**config.mk**
```make
export PLATFORM = sky130hd
export DESIGN_NAME = pifo_access_arbiter
export DESIGN_NICKNAME = d
export VERILOG_FILES = /design/src/rtl/pifo_access_arbiter.sv
export SDC_FILE = /design/constraint.sdc
export NUM_CORES = 1
export LEC_CHECK = 0
export CORE_MARGIN = 2
export CORE_UTILIZATION = 40
export CTS_CLUSTER_SIZE = 24
export DETAILED_ROUTE_END_ITERATION = 16
export HOLD_SLACK_MARGIN = 0.06
export PLACE_DENSITY = 0.9
export SYNTH_ARGS = -nofsm -noshare
export SYNTH_HDL_FRONTEND = slang
export SYNTH_SLANG_ARGS = --single-unit
```
**constraint.sdc**
```tcl
create_clock -name i_clk -period 3.9 [get_ports i_clk]
set_input_delay 0.78 -clock i_clk [delete_from_list [all_inputs] [get_ports i_clk]]
set_output_delay 0.78 -clock i_clk [all_outputs]
set_load 0.1 [all_outputs]
```
**src/rtl/pifo_access_arbiter.sv**
```systemverilog
// pifo_access_arbiter: round-robin push arbiter, paced pop issue and occupancy tracking
// for the BMW PIFO task generator. Rev 1.0. Optional counters: define PIFO_ARB_STATS_EN.
`default_nettype none

module pifo_access_arbiter #(
  parameter int NUM_REQ       = 4,
  parameter int TREE_NUM      = 4,
  parameter int PRIORITY_NUM  = 16,
  parameter int PTW           = 16,
  parameter int CAPACITY      = 64,
  parameter int MIN_POP_GAP   = 2,
  parameter int POP_LAT       = 2,
  parameter int TREE_NUM_BITS = $clog2(TREE_NUM),
  parameter int PRIORITY_BITS = $clog2(PRIORITY_NUM),
  parameter int MTW           = TREE_NUM_BITS,
  parameter int DW            = MTW + PTW,
  parameter int OCW           = $clog2(CAPACITY + 1)
) (
  input  logic                             i_clk,
  input  logic                             i_arst_n,
  input  logic [NUM_REQ-1:0]               i_req_push,
  input  logic [NUM_REQ*TREE_NUM_BITS-1:0] i_req_tree_id,
  input  logic [NUM_REQ*PRIORITY_BITS-1:0] i_req_priority,
  input  logic [NUM_REQ*DW-1:0]            i_req_data,
  output logic [NUM_REQ-1:0]               o_req_ack,
  input  logic                             i_pop_req,
  output logic                             o_pop_ack,
  output logic                             o_push,
  output logic [TREE_NUM_BITS-1:0]         o_push_tree_id,
  output logic [PRIORITY_BITS-1:0]         o_push_priority,
  output logic [DW-1:0]                    o_push_data,
  output logic                             o_pop,
  input  logic                             i_task_fifo_full,
  input  logic [TREE_NUM_BITS-1:0]         i_pop_tree_id,
  input  logic [DW-1:0]                    i_pop_data,
  output logic                             o_pop_valid,
  output logic [TREE_NUM_BITS-1:0]         o_pop_tree_id,
  output logic [DW-1:0]                    o_pop_data,
  output logic [OCW-1:0]                   o_occupancy
`ifdef PIFO_ARB_STATS_EN
  ,
  output logic [15:0]                      o_stat_push_cnt,
  output logic [15:0]                      o_stat_pop_cnt,
  output logic [15:0]                      o_stat_stall_cnt
`endif
);

  localparam int RPW = $clog2(NUM_REQ);
  localparam int GCW = (MIN_POP_GAP > 1) ? $clog2(MIN_POP_GAP) : 1;
  localparam logic [OCW-1:0] CAP_V    = OCW'(CAPACITY);
  localparam logic [GCW-1:0] GAP_INIT = GCW'(MIN_POP_GAP - 1);

  typedef enum logic [0:0] {
    IDLE = 1'b0,
    GAP  = 1'b1
  } pop_state_t;

  pop_state_t         pop_state;
  logic [GCW-1:0]     gap_cnt;
  logic [RPW-1:0]     rr_ptr;
  logic [RPW-1:0]     grant_idx;
  logic [RPW-1:0]     scan_idx;
  logic               grant_found;
  logic               push_grant;
  logic               pop_ack;
  logic [POP_LAT-1:0] pop_sr;

  // First asserted request at or after rr_ptr; the index wraps for free since NUM_REQ is 2^n.
  always_comb begin
    grant_idx   = '0;
    grant_found = 1'b0;
    scan_idx    = '0;
    for (int i = 0; i < NUM_REQ; i++) begin
      scan_idx = rr_ptr + RPW'(i);
      if (!grant_found && i_req_push[scan_idx]) begin
        grant_found = 1'b1;
        grant_idx   = scan_idx;
      end
    end
  end

  // Gated by reset so the combinational handshakes stay low while reset is held.
  assign pop_ack    = i_arst_n && (pop_state == IDLE) && i_pop_req && (o_occupancy != '0);
  assign push_grant = i_arst_n && grant_found && !i_task_fifo_full &&
                      ((o_occupancy < CAP_V) || pop_ack);

  assign o_req_ack = push_grant ? (NUM_REQ'(1) << grant_idx) : '0;
  assign o_pop_ack = pop_ack;

  always_ff @(posedge i_clk or negedge i_arst_n) begin
    if (!i_arst_n) begin
      rr_ptr          <= '0;
      o_push          <= 1'b0;
      o_push_tree_id  <= '0;
      o_push_priority <= '0;
      o_push_data     <= '0;
    end else begin
      o_push <= push_grant;
      if (push_grant) begin
        rr_ptr          <= grant_idx + RPW'(1);
        o_push_tree_id  <= i_req_tree_id[grant_idx*TREE_NUM_BITS +: TREE_NUM_BITS];
        o_push_priority <= i_req_priority[grant_idx*PRIORITY_BITS +: PRIORITY_BITS];
        o_push_data     <= i_req_data[grant_idx*DW +: DW];
      end
    end
  end

  always_ff @(posedge i_clk or negedge i_arst_n) begin
    if (!i_arst_n) begin
      o_occupancy <= '0;
    end else begin
      case ({push_grant, pop_ack})
        2'b10:   o_occupancy <= o_occupancy + OCW'(1);
        2'b01:   o_occupancy <= o_occupancy - OCW'(1);
        default: o_occupancy <= o_occupancy;
      endcase
    end
  end

  always_ff @(posedge i_clk or negedge i_arst_n) begin
    if (!i_arst_n) begin
      pop_state <= IDLE;
      gap_cnt   <= '0;
      o_pop     <= 1'b0;
    end else begin
      o_pop <= pop_ack;
      case (pop_state)
        IDLE: begin
          if (pop_ack) begin
            gap_cnt <= GAP_INIT;
            if (MIN_POP_GAP > 1) pop_state <= GAP;
          end
        end
        GAP: begin
          gap_cnt <= gap_cnt - GCW'(1);
          if (gap_cnt == GCW'(1)) pop_state <= IDLE;
        end
        default: pop_state <= IDLE;
      endcase
    end
  end

  generate
    if (POP_LAT == 1) begin : g_pop_sr_single
      always_ff @(posedge i_clk or negedge i_arst_n) begin
        if (!i_arst_n) pop_sr <= '0;
        else           pop_sr <= o_pop;
      end
    end else begin : g_pop_sr_multi
      always_ff @(posedge i_clk or negedge i_arst_n) begin
        if (!i_arst_n) pop_sr <= '0;
        else           pop_sr <= {pop_sr[POP_LAT-2:0], o_pop};
      end
    end
  endgenerate

  // Tail of the latency pipe marks the cycle the tree presents pop data.
  always_ff @(posedge i_clk or negedge i_arst_n) begin
    if (!i_arst_n) begin
      o_pop_valid   <= 1'b0;
      o_pop_tree_id <= '0;
      o_pop_data    <= '0;
    end else begin
      o_pop_valid <= pop_sr[POP_LAT-1];
      if (pop_sr[POP_LAT-1]) begin
        o_pop_tree_id <= i_pop_tree_id;
        o_pop_data    <= i_pop_data;
      end
    end
  end

`ifdef PIFO_ARB_STATS_EN
  logic stall;
  assign stall = (|i_req_push) && !push_grant;

  always_ff @(posedge i_clk or negedge i_arst_n) begin
    if (!i_arst_n) begin
      o_stat_push_cnt  <= '0;
      o_stat_pop_cnt   <= '0;
      o_stat_stall_cnt <= '0;
    end else begin
      if (push_grant && (o_stat_push_cnt != 16'hFFFF))  o_stat_push_cnt  <= o_stat_push_cnt + 16'd1;
      if (pop_ack && (o_stat_pop_cnt != 16'hFFFF))      o_stat_pop_cnt   <= o_stat_pop_cnt + 16'd1;
      if (stall && (o_stat_stall_cnt != 16'hFFFF))      o_stat_stall_cnt <= o_stat_stall_cnt + 16'd1;
    end
  end
`endif

endmodule

`default_nettype wire

```
Yosys cells after proc, flatten, opt, wreduce, memory -nomap -nowiden
Index checks and enable logic that the tools add are counted.
{"block": "totals", "regBits": 60, "input_bits": 124, "elab_cells": 73}
{"block": "op_classes", "order_cmp": 5, "n_addsub": 7, "n_bitwise": 1, "n_reduce_logical": 16, "mux": 23, "n_eq_ne": 3, "n_mul": 1, "shift": 4}
{"cell": "variable part select 72 x 8 -> 18 bit", "n": 1}
{"cell": "variable part select 16 x 5 -> 4 bit", "n": 1}
{"cell": "case mux 7 bit (2 select lines)", "n": 1}
{"cell": "less-than comparator 2 x 3 -> 1 bit (second input constant)", "n": 4}
{"cell": "2-to-1 mux 1 bit", "n": 11}
{"cell": "logical AND 1 bit", "n": 9}
{"cell": "binary-select mux 1 bit (select 2 bit)", "n": 4}
{"cell": "2-to-1 mux 2 bit", "n": 4}
{"cell": "variable part select 8 x 4 -> 2 bit", "n": 1}
{"cell": "adder 7 x 1 -> 7 bit (second input constant)", "n": 1}
{"cell": "less-than comparator 7 bit (second input constant)", "n": 1}
{"cell": "nonzero test 7 bit", "n": 1}
{"cell": "subtractor 7 x 1 -> 7 bit (second input constant)", "n": 1}
{"cell": "multiplier 2 x 4 -> 6 bit (second input constant)", "n": 1}
{"cell": "adder 2 x 1 -> 2 bit (second input constant)", "n": 2}
{"cell": "adder 2 bit (second input constant)", "n": 2}
{"cell": "logical NOT 1 bit", "n": 4}
{"cell": "2-to-1 mux 4 bit", "n": 1}
{"cell": "case mux 1 bit (2 select lines)", "n": 2}
{"cell": "<< shifter 1 x 2 -> 4 bit (first input constant)", "n": 1}
{"cell": "equality test 2 x 1 -> 1 bit (second input constant)", "n": 1}
{"cell": "equality test 2 bit (second input constant)", "n": 1}
{"cell": "!= test 2 bit (second input constant)", "n": 1}
{"cell": "nonzero test 2 bit", "n": 1}
{"cell": "3 further kinds", "n": 3}

Logic depth before layout (Yosys ltp)
Gate-level depths: netlist of the first run.
{"block": "logic_depth", "depth_word": 17, "depth_mapped": 11}

Least setup slack after synthesis of the first run
OpenSTA, ideal clock, no wires.
{"block": "synth_path", "kind": "register to register", "from": "reg o_occupancy[1]", "to": "reg o_occupancy[6]", "required_time_ns": 3.735, "path_stages_with_launch": 10, "arrival_time_ns": 5.499, "path_buffers": 0, "synth_period_minus_slack_ns": 5.663, "path_slack_ns": -1.763, "setup_time_ns": 0.165, "path_cell_list": "dfrtp_1 > nor3_1 > a211oi_1 > ha_1 > ha_1 > nor2b_1 > o31a_1 > or4_1 > nand3_1 > xor2_1"}
{"block": "synth_between", "elab_chain_len": 6, "elab_cells_between_ends": 11, "cone_classes": "add/sub: 2; order compare: 1; eq/ne: 2; mux: 1; reduce/logical: 5"}
{"item": "start, declared", "line": "39", "text": "output logic [OCW-1:0] o_occupancy"}
{"item": "start signal, assigned", "line": "113", "text": "2'b10: o_occupancy <= o_occupancy + OCW'(1);"}
{"item": "start signal, assigned", "line": "114", "text": "2'b01: o_occupancy <= o_occupancy - OCW'(1);"}
{"item": "start signal, assigned", "line": "115", "text": "default: o_occupancy <= o_occupancy;"}
{"item": "nonzero test 7 bit (*)", "line": "83", "text": "assign pop_ack = i_arst_n && (pop_state == IDLE) && i_pop_req && (o_occupancy != '0);"}
{"item": "logical AND 1 bit (*)", "line": "83"}
{"item": "via o_pop_ack", "line": "27", "text": "output logic o_pop_ack,"}
{"item": "logical OR 1 bit", "line": "85", "text": "((o_occupancy < CAP_V) || pop_ack);"}
{"item": "logical AND 1 bit", "line": "84", "text": "assign push_grant = i_arst_n && grant_found && !i_task_fifo_full &&"}
{"item": "equality test 2 x 1 -> 1 bit / equality test 2 bit (equally long branches)", "line": "112", "text": "case ({push_grant, pop_ack})"}
{"item": "case mux 7 bit (2 select lines) / nonzero test 2 bit (equally long branches)"}
The timed path passes the listed nets; every way through them passes the cells marked *.
A chain may end at the register's enable or synchronous reset.

Worst setup path in the final report of the first run
{"block": "layout_path", "from": "in i_req_push[2]", "to": "out o_req_ack[0]"}
{"block": "layout_between", "elab_chain_len": 16, "elab_cells_between_ends": 27, "cone_classes": "shift: 1; mux: 17; reduce/logical: 9"}
{"item": "start, declared", "line": "21", "text": "input logic [NUM_REQ-1:0] i_req_push,"}
{"item": "binary-select mux 1 bit (select 2 bit)", "line": "75", "text": "if (!grant_found && i_req_push[scan_idx]) begin"}
{"item": "2-to-1 mux 1 bit (implied by the code)", "line": "75"}
{"item": "2-to-1 mux 1 bit", "line": "75"}
{"item": "logical NOT 1 bit", "line": "75"}
{"item": "logical AND 1 bit", "line": "75"}
{"item": "2-to-1 mux 1 bit", "line": "75"}
{"item": "logical NOT 1 bit", "line": "75"}
{"item": "logical AND 1 bit", "line": "75"}
{"item": "2-to-1 mux 1 bit", "line": "75"}
{"item": "logical NOT 1 bit", "line": "75"}
{"item": "logical AND 1 bit", "line": "75"}
{"item": "2-to-1 mux 1 bit", "line": "75"}
{"item": "logical AND 1 bit (3 in a row)", "line": "84"}
{"item": "2-to-1 mux 4 bit (*)", "line": "87", "text": "assign o_req_ack = push_grant ? (NUM_REQ'(1) << grant_idx) : '0;"}
{"item": "end, declared", "line": "25", "text": "output logic [NUM_REQ-1:0] o_req_ack,"}
Every way passes the cells marked *; elsewhere a longest branch is shown, timed or not. The select of a mux whose other input is x is not followed.

==> out/metrics.cfg, run 1 <==
[clocking]
cts_buffer_depth = 2
ctsResizeCount = 0
hold_buffers = 0
insertion_delay_ps = 340
h-tree-depth = 3
cts_setup_buffers = 0
cts_tree = built
clk_pin_slew_ps = 80
numCtsBuffers = 9
cts-root-buf = clkbuf_8
cts_sinks = 60

[power_and_ir_drop]
swShare_pct = 58.85
ir_drop_mv = 0.7524
p_int_mw = 2.203
power_frac_seq_pct = 20.7
p_per_area_nw_per_um2 = 935.4
power.switching_mw = 3.150
power_leakage_nw = 2.231
p_clk_share_pct = 11.2
power_mw = 5.353
pwr-share-comb_pct = 68.1

[cells_and_area]
multi_input_area_um2 = 1908
layout_commonest_cell = clkdlybuf4s50_1
antennaDiodeCount = 0
layout-drive-gt1-share_pct = 21.43
layout_common_cells = clkdlybuf4s50_1 (176), dfrtp_1 (53), a211oi_2 (36)
nNetsFinal = 620
syn_to_final_growth_pct = 60.60
seq_area_um2 = 1510
layoutNonFillerInstCount = 598
nFillCells = 692

[grt]
grtUsageTotal_pct = 23.41
grt_max_degree = 61
grt_overflow = 0
grt_pass1_vias = 3563
antenna_found_initial = 0
grt_pass1_wl_um = 17950

[detailed_routing]
viasPerCell = 5.468
vias = 3270
ant_nets = 0
drtIter0Drc = 55
dr.pass1.iters = 4
routedWlPerCell_um = 18.95
wirelength_um = 11330
post-route-drc-count = 0

[timing]
tightest_slew_ps = 1049
finClkSkew_ps = 14.10
whs_ps = 360.3
rsz0062_at_grt = false
setup_viol = 0
period_share_pct = 93.36
relSlewSlack_pct = 29.82
final_max_slew_viol_count = 0
fmaxAchievable_mhz = 274.6
post-route-min-period_ps = 3641
hold_viol = 0

[logic_synthesis]
synth_cell_types = 44
seq_area_frac_synth_pct = 42.13
synthArstFlopShare_pct = 100.0
synth.avg_cell_area_um2 = 11.68
synth_ff_type = dfrtp_1
synth-seq-cells = 60
syn_nets = 440
synth-edff-count = 0
syn_area_um2 = 3563
synth-warning-count = 0
synthCells = 305

[floorplan]
rows = 34
io_pins = 183
die-area_um2 = 9680
fp.dieW_um = 98.39
die_y_um = 98.39
initial_utilization_pct = 41.06
core_um2 = 8678

[setup_path]
crit_cells = 7
max_stage_delay_ps = 710
path_cells = clkdlybuf4s50_1 -> mux2i_1 -> nor2_2 -> or3_2 -> ha_1 -> and2_1 -> buf_12
critPathSlowestCell = or3_2
timing.rr.start = o_occupancy[5]
critical_path_class = input pin to output pin
startpoint_type = input pin
rr_worst_depth = 9
end_kind = output pin
cp_top_family = simple AND/OR/NAND/NOR gates
critPathBufInv = 2
critPathArrivalTime_ps = 2860
crit_required_ps = 3120
crit_start = i_req_push[2]
cp_max_fo = 13

[worst_hold_path]
min_from = pop_sr[0]
hold_depth = 0
worstHoldPathType = flip-flop to flip-flop

[job]
cap_violations = 0

[place]
routabilityCongestion = 0.8376
io_buffers = 182
dp_hpwl_um = 8308
placed_cells = 582

[outcome]
outcome = finished, final reports clean

-- cell usage after synthesis (3+ instances only) --
cell type / instances / area share [%]
a211oi_1: 15 / 3.2
a211oi_2: 36 / 13
a21o_1: 4 / 0.84
a21oi_1: 5 / 0.70
and2_1: 4 / 0.70
buf_2: 7 / 0.98
clkbuf_1: 11 / 1.2
dfrtp_1: 60 / 42
ha_1: 10 / 3.5
inv_1: 8 / 0.84
mux2_2: 20 / 6.3
mux2i_1: 25 / 7.0
nand2_1: 4 / 0.42
nand2b_1: 3 / 0.53
nor2_1: 28 / 2.9
nor3_1: 3 / 0.42
nor4b_1: 25 / 6.1
o21ai_0: 4 / 0.56
-- metrics by stage --
stage / utilization [%] / setup TNS, ps / instance area, um2 / setup WS [ps]
3_3_place_gp: 63.58 / 0 / 5518 / 47.62
3_5_place_dp: 63.58 / -80.01 / 5518 / -80.01
4_1_cts: 65.95 / 0 / 5723 / 270.5
5_1_grt: 65.95 / 0 / 5723 / 127.3
6_report: 65.95 / 0 / 5723 / 259.0
2_1_floorplan: - / 0 / 3585 / 174.4
-- sequential cells by signal (all words and copies together) (netlist names) --
register,flops
o_pop_tree_id,2
pop_sr,2
o_pop_valid,1
rr_ptr,2
o_push,1
o_pop_data,18
o_occupancy,7
pop_state,1
gap_cnt,1
o_push_tree_id,2
o_push_priority,4
o_push_data,18
o_pop,1
-- worst register-to-register path, stage by stage, from the launching register on --
cell and delay [ps]:
dfrtp_2 440, nor4_1 490, a211oi_4 150, ha_1 320
ha_1 360, nor2b_1 170, o31a_1 280, or4_1 490
nand3_1 120, xor2_1 150
-- metal layers --
metal | up-vias | track usage, % | share of wire, %
li1 | 1506 | - | -
met1 | 1602 | 26.80 | 40
met2 | 139 | 42.44 | 51
met3 | 23 | 5.583 | 6.7
met4 | 0 | 8.325 | 2.0
met5 | - | 0 | 0
-- power groups by stage --
stage	clock network (mW)	logic (mW)	registers, mW
3_3_place_gp	0	3.59	1.10
5_1_grt	0.625	3.78	1.14
6_report	0.599	3.65	1.11
2_1_floorplan	0	0.914	2.94
4_1_cts	0.605	3.66	1.11
3_5_place_dp	0	3.66	1.12
-- area by class of cell --
class                           count  share of cell area, %
Sequential cell                    60                  26.39
Timing Repair Buffer              190                  33.45
Inverter                           10                 0.8745
Clock buffer                        9                  2.164
Clock inverter                      7                  1.421
Tap cell                          108                  2.361
Multi-Input combinational cell    214                  33.34
-- logic make-up (layout without fill, tap and decap cells) --
| kind of cell | count (synthesis) | after routing | share of synthesized area, % |
|---|---|---|---|
| buffers and inverters | 31 | 216 | 4.986 |
| adder cells (fa/ha/maj) | 11 | 11 | 4.073 |
| AND/OR/NAND/NOR | 82 | 82 | 14.19 |
| XOR/XNOR | 4 | 4 | 0.9833 |
| AO/OA/AOI/OAI | 72 | 72 | 20.30 |
| multiplexers | 45 | 45 | 13.34 |
| flip-flops | 60 | 60 | 42.13 |
-- path summary, 6_finish.rpt --
check	end	slack (ps)
min in group asynchronous	o_pop_data[5]	670
setup reg to reg	o_occupancy[6]	840
setup / recovery	o_req_ack[0]	260
hold reg to reg	pop_sr[1]	360
max in group asynchronous	o_occupancy[2]	2690
hold / removal	pop_sr[1]	360
Note: power is estimated with default switching activity, not from simulation.
==> run 2: changes to the inputs <==
- CORE_ASPECT_RATIO: unset -> 1.2
- REMOVE_ABC_BUFFERS: unset -> 1
==> out/metrics.cfg, run 2 (same netlist as run 1, synthesis figures left out) <==
[floorplan]
initial_utilization_pct = 41.38  ; +0.32 points
die-area_um2 = 9683  ; about the same
fp.dieW_um = 90.16  ; -8.4%
core_um2 = 8611  ; -0.78%
rows = 37  ; +8.8%
die_y_um = 107.4  ; +9.2%
io_pins = 183  ; unchanged

[cells_and_area]
nFillCells = 691  ; -0.14%
nNetsFinal = 624  ; +0.65%
multi_input_area_um2 = 1888  ; -1.0%
antennaDiodeCount = 0  ; unchanged
largestRegisters = o_pop_data (18), o_push_data (18), o_occupancy (7)
layout_common_cells = clkdlybuf4s50_1 (176), dfrtp_1 (60), a211oi_2 (36)
fin_area_um2 = 5725  ; about the same
syn_to_final_growth_pct = 60.67  ; about the same
layout-drive-gt1-share_pct = 20.45  ; -0.98 points
layout_commonest_cell = clkdlybuf4s50_1
seq_area_um2 = 1501  ; -0.58%

[setup_path]
crit_required_ps = 3120  ; about the same
startpoint_type = input pin
end_kind = output pin
critical_path_class = input pin to output pin
critPathArrivalTime_ps = 2870  ; about the same
cp_max_fo = 13  ; unchanged

[grt]
antenna_found_initial = 0  ; unchanged
grt_pass1_vias = 3338  ; -6.3%
grt_pass1_wl_um = 16790  ; -6.5%
grtUsageTotal_pct = 21.70  ; -1.7 points
grt_overflow = 0  ; unchanged
grt_max_degree = 61  ; unchanged

[clocking]
ctsResizeCount = 0  ; unchanged
cts-root-buf = clkbuf_8
cts_sinks = 60  ; unchanged
hold_buffers = 0  ; unchanged
cts_buffer_depth = 2  ; unchanged
insertion_delay_ps = 340  ; about the same
clk_pin_slew_ps = 80  ; about the same
h-tree-depth = 3  ; unchanged
cts_setup_buffers = 0  ; unchanged
cts_tree = built
numCtsBuffers = 9  ; unchanged

[power_and_ir_drop]
p_per_area_nw_per_um2 = 914.5  ; -2.2%
ir_drop_mv = 0.6705  ; -11%
power_leakage_nw = 2.245  ; +0.62%

[detailed_routing]
ant_nets = 0  ; unchanged
vias = 3250  ; -0.61%
top_layer = met4
viasPerCell = 5.319  ; -2.7%
route.met2.wl_um = 5713  ; -0.85%
dr.pass1.iters = 5  ; +1
wirelength_met1_um = 4286  ; -6.4%
routedWlPerCell_um = 17.42  ; -8.1%
drtIter0Drc = 173  ; +210%
wl_met3_um = 529  ; -31%
wirelength_um = 10640  ; -6.1%
post-route-drc-count = 0  ; unchanged

[timing]
final_max_slew_viol_count = 0  ; unchanged
whs_ps = 357.3  ; -2.979 ps
rsz0062_at_grt = false
tightest_slew_ps = 1016  ; -32.90 ps
relSlewSlack_pct = 32.02  ; +2.2 points
period_share_pct = 93.51  ; +0.15 points
setup_viol = 0  ; unchanged
post-route-min-period_ps = 3647  ; +5.945 ps
finClkSkew_ps = 12.96  ; -1.135 ps
hold_viol = 0  ; unchanged
fmaxAchievable_mhz = 274.2  ; -0.16%

[place]
dp_hpwl_um = 7928  ; -4.6%
io_buffers = 182  ; unchanged
routabilityCongestion = 0.8094  ; -3.4%
place_area_um2 = 5543  ; +0.45%

[job]
cap_violations = 0  ; unchanged

[outcome]
outcome = finished, final reports clean

[worst_hold_path]
worstHoldPathType = flip-flop to flip-flop

## run 2: report_power, final
part	switching (mW)	internal (mW)	total [mW]
clock	0.279	0.238	0.517
sequential	0.194	0.898	1.09
combinational	2.63	0.996	3.63
## run 2: area by class of cell
class	count	share of cell area [%]
repair buffers	194	34.18
multi-input cells	214	32.98
flip-flops and latches	60	26.22
well taps	117	2.557
clock buffers	9	2.163
clock inverters	7	1.027
inverters	10	0.8741
## run 2: final timing paths
check,from,to,slack (ps),cells after the start
max in group asynchronous,i_arst_n,o_push_data[14],2750,2
min in group asynchronous,i_arst_n,o_occupancy[2],640,2
min reg2reg,pop_sr[0],pop_sr[1],360,0
max,i_req_push[2],o_req_ack[3],250,8
max reg2reg,pop_state,o_occupancy[6],960,10
min,pop_sr[0],pop_sr[1],360,0
## run 2: worst max-delay path, stage by stage
cell	delay, ps
clkdlybuf4s50_1	480
mux2i_1	200
nor2_2	60
or3_2	640
inv_12	170
ha_1	160
and2_1	180
buf_12	190
## run 2: layer usage
metal  up-vias  global-route usage, %
li1       1525                      -
met1      1584                  25.44
met2       131                  40.44
met3        10                  3.501
met4         0                  7.033
met5         -                      0
## run 2: through the flow
stage	instances	total power [mW]	setup TNS (ps)	utilization, %	setup slack [ps]
2_1_floorplan	284	3.774	-11330	-	-1763
3_3_place_gp	595	4.671	0	64.37	154.2
3_5_place_dp	595	4.738	0	64.37	21.60
4_1_cts	611	5.264	0	66.49	240.4
5_1_grt	611	5.433	0	66.49	168.6
6_report	611	5.236	0	66.49	253.0
